<file path="src/rtl/uop_fetch_stage_pkg.sv">
`default_nettype none
// ============================================================================
// uop_fetch_stage_pkg : shared types and constants for the microcode front end
// Rev 1.0
// ============================================================================
package uop_fetch_stage_pkg;

    localparam int UOP_BUF_SIZE     = 256;
    localparam int INSTR_WIDTH      = 32;
    localparam int UOP_BUF_WIDTH    = 2 * INSTR_WIDTH;
    localparam int BRANCH_TAG_WIDTH = 4;
    localparam int UOP_ADDR_WIDTH   = $clog2(UOP_BUF_SIZE);

    localparam logic [3:0] BRANCH_OPCODE = 4'hB;

    typedef struct packed {
        logic [INSTR_WIDTH-1:0]      instruction;
        logic [BRANCH_TAG_WIDTH-1:0] branch_tag;
    } fetched_instruction;

    function automatic logic is_branch(input logic [INSTR_WIDTH-1:0] instr);
        return instr[INSTR_WIDTH-1 -: 4] == BRANCH_OPCODE;
    endfunction

endpackage
`default_nettype wire

</file>
<file path="src/rtl/uop_branch_tagger.sv">
`default_nettype none
// ============================================================================
// uop_branch_tagger : branch detection and tag assignment for one fetch pair
// Rev 1.0
// ============================================================================
module uop_branch_tagger
    import uop_fetch_stage_pkg::*;
(
    input  logic [INSTR_WIDTH-1:0]      instr_1_i,
    input  logic [INSTR_WIDTH-1:0]      instr_2_i,
    input  logic [BRANCH_TAG_WIDTH-1:0] tag_i,
    output logic [BRANCH_TAG_WIDTH-1:0] tag_1_o,
    output logic [BRANCH_TAG_WIDTH-1:0] tag_2_o,
    output logic [BRANCH_TAG_WIDTH-1:0] tag_next_o
);

    logic w_br_1;
    logic w_br_2;

    assign w_br_1 = is_branch(instr_1_i);
    assign w_br_2 = is_branch(instr_2_i);

    // The younger instruction is speculative past an older branch in the pair
    assign tag_1_o    = tag_i;
    assign tag_2_o    = tag_i   + {{(BRANCH_TAG_WIDTH-1){1'b0}}, w_br_1};
    assign tag_next_o = tag_2_o + {{(BRANCH_TAG_WIDTH-1){1'b0}}, w_br_2};

endmodule
`default_nettype wire

</file>
<file path="src/rtl/uop_fetch_stage.sv">
`default_nettype none
// ============================================================================
// uop_fetch_stage : fetches two micro-ops per line, tags branches, valid/stall out
// Rev 1.0
// ============================================================================
module uop_fetch_stage
    import uop_fetch_stage_pkg::*;
(
    input  logic                      clk,
    input  logic                      reset,
    input  logic                      clear,
    input  logic                      prev_valid,
    input  logic                      next_stalled,
    input  logic [UOP_BUF_WIDTH-1:0]  uop,
    output logic [UOP_ADDR_WIDTH-1:0] uop_addr,
    output logic                      valid,
    output logic                      stalled,
    output fetched_instruction        instruction_1,
    output fetched_instruction        instruction_2
);

    logic [UOP_ADDR_WIDTH-1:0]   pc_q, pc_d;
    logic [BRANCH_TAG_WIDTH-1:0] tag_q, tag_d;
    logic                        valid_q, valid_d;
    fetched_instruction          instr_1_q, instr_1_d;
    fetched_instruction          instr_2_q, instr_2_d;

    logic                        w_advance;
    logic [INSTR_WIDTH-1:0]      w_uop_1;
    logic [INSTR_WIDTH-1:0]      w_uop_2;
    logic [BRANCH_TAG_WIDTH-1:0] w_tag_1;
    logic [BRANCH_TAG_WIDTH-1:0] w_tag_2;
    logic [BRANCH_TAG_WIDTH-1:0] w_tag_next;
    logic [UOP_ADDR_WIDTH-1:0]   w_pc_inc;

    assign w_uop_1 = uop[INSTR_WIDTH-1:0];
    assign w_uop_2 = uop[UOP_BUF_WIDTH-1:INSTR_WIDTH];

    assign stalled   = valid_q & next_stalled;
    assign w_advance = prev_valid & ~stalled & ~clear;

    // Explicit wrap keeps non-power-of-two buffer sizes correct
    assign w_pc_inc = (pc_q == UOP_ADDR_WIDTH'(UOP_BUF_SIZE - 1))
                    ? '0 : pc_q + UOP_ADDR_WIDTH'(1);

    uop_branch_tagger u_tagger (
        .instr_1_i  (w_uop_1),
        .instr_2_i  (w_uop_2),
        .tag_i      (tag_q),
        .tag_1_o    (w_tag_1),
        .tag_2_o    (w_tag_2),
        .tag_next_o (w_tag_next)
    );

    always_comb begin
        pc_d      = pc_q;
        tag_d     = tag_q;
        valid_d   = valid_q;
        instr_1_d = instr_1_q;
        instr_2_d = instr_2_q;
        if (clear) begin
            pc_d    = '0;
            tag_d   = '0;
            valid_d = 1'b0;
        end else if (w_advance) begin
            pc_d      = w_pc_inc;
            tag_d     = w_tag_next;
            valid_d   = 1'b1;
            instr_1_d = '{instruction: w_uop_1, branch_tag: w_tag_1};
            instr_2_d = '{instruction: w_uop_2, branch_tag: w_tag_2};
        end else if (!stalled) begin
            valid_d = 1'b0;
        end
    end

    always_ff @(posedge clk or negedge reset) begin
        if (!reset) begin
            pc_q      <= '0;
            tag_q     <= '0;
            valid_q   <= 1'b0;
            instr_1_q <= '0;
            instr_2_q <= '0;
        end else begin
            pc_q      <= pc_d;
            tag_q     <= tag_d;
            valid_q   <= valid_d;
            instr_1_q <= instr_1_d;
            instr_2_q <= instr_2_d;
        end
    end

    assign uop_addr      = pc_q;
    assign valid         = valid_q;
    assign instruction_1 = instr_1_q;
    assign instruction_2 = instr_2_q;

endmodule
`default_nettype wire

</file>
<file path="config.mk">
export PLATFORM = sky130hd
export DESIGN_NAME = uop_fetch_stage
export DESIGN_NICKNAME = d
export VERILOG_FILES = /design/src/rtl/uop_fetch_stage_pkg.sv /design/src/rtl/uop_branch_tagger.sv /design/src/rtl/uop_fetch_stage.sv
export SDC_FILE = /design/constraint.sdc
export NUM_CORES = 1
export LEC_CHECK = 0
export ABC_CLOCK_PERIOD_IN_PS = 2500
export CAP_MARGIN = 40
export CORE_MARGIN = 2
export CORE_UTILIZATION = 44
export DETAILED_ROUTE_END_ITERATION = 8
export PLACE_DENSITY = 0.81
export SETUP_SLACK_MARGIN = 0.5
export SKIP_CTS_REPAIR_TIMING = 1
export SYNTH_ARGS = -nofsm -noshare
export SYNTH_HDL_FRONTEND = slang
export SYNTH_SLANG_ARGS = --single-unit
</file>
<file path="constraint.sdc">
create_clock -name clk -period 2.5 [get_ports clk]
set_input_delay 0.75 -clock clk [delete_from_list [all_inputs] [get_ports clk]]
set_output_delay 0.75 -clock clk [all_outputs]
set_load 0.005 [all_outputs]
</file>
==> flow_summary.ini, run 1 <==
[run_status]
status = complete, no violations

[power_and_ir_drop]
peakVddDrop_mv = 0.320
report.power.total_mw = 3.55
power.leakage_nw = 3.26
power_density_mw_per_mm2 = 577

[clock_network]
cts_buffers = 9
cts_root_buf = clkbuf_8
clock_path_buffers = 2
insertion_delay_ns = 0.34
clk_pin_slew_ns = 0.08
cts_tree = built
htree_levels = 3
clock_sinks = 85

[critical_path]
worst_path_largest_cell_delay_ns = 0.34
path_common_cell = ha_4
cp_cell_sequence = buf_6, and4b_2, ha_4, ha_4, ha_4, xnor2_2, or3_1, a21oi_1
cp.depth = 8
critPathKind = in2reg
crit_fanout = 3
setup.worst_path.start_class = primary input
required_ns = 2.77
crit_buf_inv = 1
worstRegToRegCells = 6
cp_top_family = simple AND/OR/NAND/NOR gates
cp_slowest_cell = or3_1
end_kind = flop
arrival_ns = 2.32

[cells_and_area]
final_area_mm2 = 0.00614
fillers = 550
n_antenna_cell = 0
multiInputGateArea_mm2 = 0.00158
syn2layout_area_growth_pct = 61.9
layout-drive-gt1-share = 0.357
layout.cells.non_filler = 548
seqCellArea_mm2 = 0.00214
finalNetCount = 515

[timing]
finalSetupViolCount = 0
worst_slew_pin_slew_ns = 0.375
fin_crit_ns = 2.05
post-route-period-util = 0.820
tns_ns = 0
fmax_ghz = 0.488
rsz0062_at_grt = true
hold_viol = 0
finalMaxSlewViolations = 0
maxSlewHeadroom = 0.750
skew_ns = 0.00903

[yosys]
synth_flop_cell = dfrtp_1
synth-edff-count = 0
ys_top_cells_by_area = dfrtp_1 56%, mux2_4 22%, mux2_2 4.2%, buf_12 3.7%, ha_1 1.6%
postSynthAreaPerCell_um2 = 15.6
postSynthNetCount = 317
yosysTopAreaCellShare = 0.561
yosys.area.top_type = dfrtp_1
synth_seq_cells = 85
synthCells = 243
yosysSeqAreaShare = 0.561
async_flop_share = 1.00
syn_area_mm2 = 0.00379
yosysMostFrequentCell = dfrtp_1
yosysWarnings = 0
synth.distinct_cells = 34
yosys-top-cells-count = 85 x dfrtp_1, 56 x mux2_4, 14 x mux2_2, 14 x nand2_1

[route]
drt-total-wl_um = 9700
dr.pass1.iters = 4
drc = 0
routedWlPerCell_um = 17.7
drt-vias-per-instance = 4.94
drtAntennaViolNets = 0
vias = 2709
drtIter0Drc = 71

[global_routing]
global_route.overflow_total = 0
track_usage = 0.190
grt_pass1_vias = 2783
grt_pass1_wl_um = 14300
grt_max_degree = 45
antenna_found_initial = 0

[floorplan]
dieArea_mm2 = 0.00938
std_cell_rows = 33
initial_utilization = 0.457
die_x_um = 96.8
core-area_mm2 = 0.00830
die_h_um = 96.8
io_pins = 151

[placement]
gp_congestion = 0.759
placement.io_buffers = 150
dpl.cell_count = 503
postPlaceCellArea_mm2 = 0.00551
dpl.hpwl_um = 6290

[hold_path]
min_path_type = in2async

[flow_run]
maxCapViolCount = 0
[placed cells by master (no fill, tap or decap), types with 3 or more instances in the layout]
cell,synthesis,layout
clkdlybuf4s50_1,0,89
dfrtp_1,85,78
mux2_4,56,56
dlymetal6s2s_1,0,55
buf_4,1,38
mux2_2,14,14
nand2_1,14,13
nor2_1,9,9
a21oi_1,9,9
clkbuf_8,0,9
buf_12,7,7
dfrtp_2,0,7
nand3_1,4,4
nand4_1,4,4
ha_4,0,4
xor2_1,3,3
and3_1,3,3
or3_1,4,3
clkbuf_16,0,3
clkbuf_2,0,3
[worst reg2reg max path: stages (launching register included)]
cell and delay, ns:
dfrtp_2 0.43, buf_4 0.14, a21bo_4 0.22, nor2_4 0.26
buf_12 0.18, buf_12 0.16, mux2_4 0.32
[final timing paths]
kind                            slack, ns         startpoint           endpoint
worst max register to register       0.68              valid  instruction_1[29]
max in group asynchronous            1.58              reset        uop_addr[5]
worst max-delay path                 0.45            uop[30]           tag_q[2]
min in group clk                     0.51  instruction_2[28]  instruction_2[28]
worst min register to register       0.51  instruction_2[28]  instruction_2[28]
worst min-delay path                 0.26              reset  instruction_1[30]
[sequential cells by signal, summed over array words and instances (netlist names)]
register and cells:
instruction_1 36, tag_q 4, valid 1, instruction_2 36
uop_addr 8
[per-stage QoR]
| stage | hold WS (ns) | utilization | setup WS [ns] |
|---|---|---|---|
| 5_1_grt | 0.236 | 0.740 | 0.419 |
| 6_report | 0.258 | 0.740 | 0.449 |
| 3_5_place_dp | 0.494 | 0.664 | -0.253 |
| 3_3_place_gp | 0.488 | 0.664 | -0.177 |
| 4_1_cts | 0.242 | 0.684 | -0.153 |
| 2_1_floorplan | 0.454 | - | 0.346 |
[layout make-up]
| class | instances | area share |
|---|---|---|
| clock buffer | 10 | 0.0208 |
| clock inverter | 3 | 0.00652 |
| inverter | 1 | 0.000611 |
| multi-input combinational | 147 | 0.258 |
| sequential | 85 | 0.348 |
| tap | 105 | 0.0214 |
| timing repair buffer | 197 | 0.345 |
[cells by family (layout without fill, tap and decap cells)]
kind of cell,after synthesis,in the layout,share of synthesized area
flops,85,85,0.561
mux,70,70,0.263
simple gates,46,46,0.0663
compound gates,20,20,0.0353
buf+inv,11,211,0.0439
xor+xnor,6,6,0.0139
fa+ha+maj,5,5,0.0165
[routing by layer]
layer  share of wire  wire, um  global-route usage  vias up
li1                -         -                   -     1252
met1            0.43      4220               0.250     1341
met2            0.50      4860               0.304      109
met3           0.058       564              0.0643        7
met4          0.0067        65              0.0433        0
met5               0         0                   0        -
[where the power goes]
| part | total, mW | internal, mW | switching, mW |
|---|---|---|---|
| sequential | 1.67 | 1.56 | 0.104 |
| combinational | 0.989 | 0.702 | 0.287 |
| clock | 0.889 | 0.443 | 0.446 |
| total | 3.55 | 2.71 | 0.837 |
No activity file was read; power rests on OpenSTA's default activity.
==> run 2, diff against run 1 <==
--- a/config.mk
+++ b/config.mk
@@ -5,7 +5,7 @@
 export SDC_FILE = /design/constraint.sdc
 export NUM_CORES = 1
 export LEC_CHECK = 0
-export ABC_CLOCK_PERIOD_IN_PS = 2500
+export ABC_CLOCK_PERIOD_IN_PS = 2100
 export CAP_MARGIN = 40
 export CORE_MARGIN = 2
 export CORE_UTILIZATION = 44
==> constraint.sdc (replaced) <==
create_clock -name clk -period 2.1 [get_ports clk]
set_input_delay 0.63 -clock clk [delete_from_list [all_inputs] [get_ports clk]]
set_output_delay 0.63 -clock clk [all_outputs]
set_load 0.005 [all_outputs]
==> run 2 against run 1 <==
Compared with the run above:
- combinational power up 26%
- clock skew is 0.0015 ns higher
- core utilization rose by 4.9 points
- worst hold slack got worse by 0.011 ns
- via count increased by 3.0%
- critical endpoint unchanged
- highest routed layer unchanged
==> flow_summary.ini, run 2 (synthesized netlist as in run 1, its figures left out) <==
[run_status]
status = complete, no violations

[cells_and_area]
final_area_mm2 = 0.00655
multiInputGateArea_mm2 = 0.00166
layout-drive-gt1-share = 0.399
syn2layout_area_growth_pct = 72.7
fillers = 473
finalNetCount = 530
layout.cells.non_filler = 566
layout_common_cells = 85 x dlymetal6s2s_1, 78 x dfrtp_1, 70 x mux2_4, 57 x clkdlybuf4s50_1, 43 x buf_4
n_antenna_cell = 0
final_common_cell = dlymetal6s2s_1
fin_util = 0.789
seqCellArea_mm2 = 0.00214

[critical_path]
r2r_end = instruction_1[29]
crit_end = tag_q[2]
r2r_slack_ns = 0.34
end_kind = flop
required_ns = 2.38
crit_fanout = 3
arrival_ns = 2.23
crit_path_start = uop[30]
worstRegToRegCells = 7
critPathKind = in2reg
worstReg2RegStart = valid
setup.worst_path.start_class = primary input

[clock_network]
cts_buffers = 9
htree_levels = 3
clk_pin_slew_ns = 0.08
clock_path_buffers = 2
insertion_delay_ns = 0.35
cts_tree = built
cts_root_buf = clkbuf_8
clock_sinks = 85

[timing]
worst_slew_pin_slew_ns = 0.503
maxSlewHeadroom = 0.665
skew_ns = 0.0105
fmax_ghz = 0.512
fin_crit_ns = 1.95
hold_viol = 0
finalSetupViolCount = 0
timing.final.ws_setup_ns = 0.147
rsz0062_at_grt = true
finalMaxSlewViolations = 0
post-route-period-util = 0.930

[floorplan]
io_pins = 151
std_cell_rows = 33
initial_utilization = 0.457
die_x_um = 96.8
core-area_mm2 = 0.00830
dieArea_mm2 = 0.00938
die_h_um = 96.8

[placement]
gp_congestion = 0.862
dpl.hpwl_um = 6130
place_ws_ns = -0.544
dpl.cell_count = 502
placement.io_buffers = 150
postPlaceCellArea_mm2 = 0.00547

[global_routing]
antenna_found_initial = 0
track_usage = 0.185
grt_use_met1 = 0.240
global_route.overflow_total = 0
grt_max_degree = 41
use_met3 = 0.0636
grt_pass1_vias = 2658
top_usage_layer = met2
grt_pass1_wl_um = 13800
grtUsageMet2 = 0.294

[power_and_ir_drop]
report.power.total_mw = 4.68
power.leakage_nw = 3.73
peakVddDrop_mv = 0.473
power_density_mw_per_mm2 = 715

[route]
routedWlPerCell_um = 18.5
drt-total-wl_um = 10500
dr.pass1.iters = 4
drtIter0Drc = 76
drt-vias-per-instance = 4.93
vias = 2790
drc = 0
drtAntennaViolNets = 0

[hold_path]
min_path_type = in2async

[flow_run]
maxCapViolCount = 0
==> run 2: layer usage <==
| metal | vias up | part of all wire |
|---|---|---|
| met1 | 1394 | 0.42 |
| met4 | 0 | 0.0038 |
| met2 | 103 | 0.52 |
| met5 | - | 0 |
| met3 | 4 | 0.057 |
| li1 | 1289 | - |
==> run 2: worst min path at each step <==
stage | startpoint | slack [ns] | end
after floorplan | reset | 0.33 | instruction_1[0]
after global placement | instruction_1[11] | 0.49 | instruction_1[11]
after detailed placement | instruction_2[16] | 0.50 | instruction_2[16]
after CTS | reset | 0.24 | instruction_1[6]
after global routing | reset | 0.27 | instruction_1[30]
final | reset | 0.25 | instruction_2[1]
==> run 2: through the flow <==
stage	TNS (ns)	hold slack (ns)
final	0	0.247
after global routing	0	0.268
after CTS	-0.545	0.242
after detailed placement	-15.52	0.495
after global placement	-14.41	0.489
after floorplan	0	0.334
==> run 2: worst max-delay path, stage by stage <==
cell and delay (ns):
buf_6 0.09, and4b_2 0.31, ha_4 0.22, ha_4 0.17
ha_4 0.16, xnor2_2 0.13, or3_4 0.37, a21oi_2 0.14
==> run 2: report_power, final <==
group | internal, mW | switching (mW)
Sequential | 1.86 | 0.126
Combinational | 0.884 | 0.369
Clock | 0.857 | 0.587
==> run 2: layout make-up <==
| type | count | share of cell area |
|---|---|---|
| clock buffer | 11 | 0.0231 |
| clock inverter | 5 | 0.0162 |
| inverter | 1 | 0.000573 |
| multi-input combinational | 147 | 0.253 |
| sequential | 85 | 0.326 |
| tap | 105 | 0.0201 |
| timing repair buffer | 212 | 0.361 |
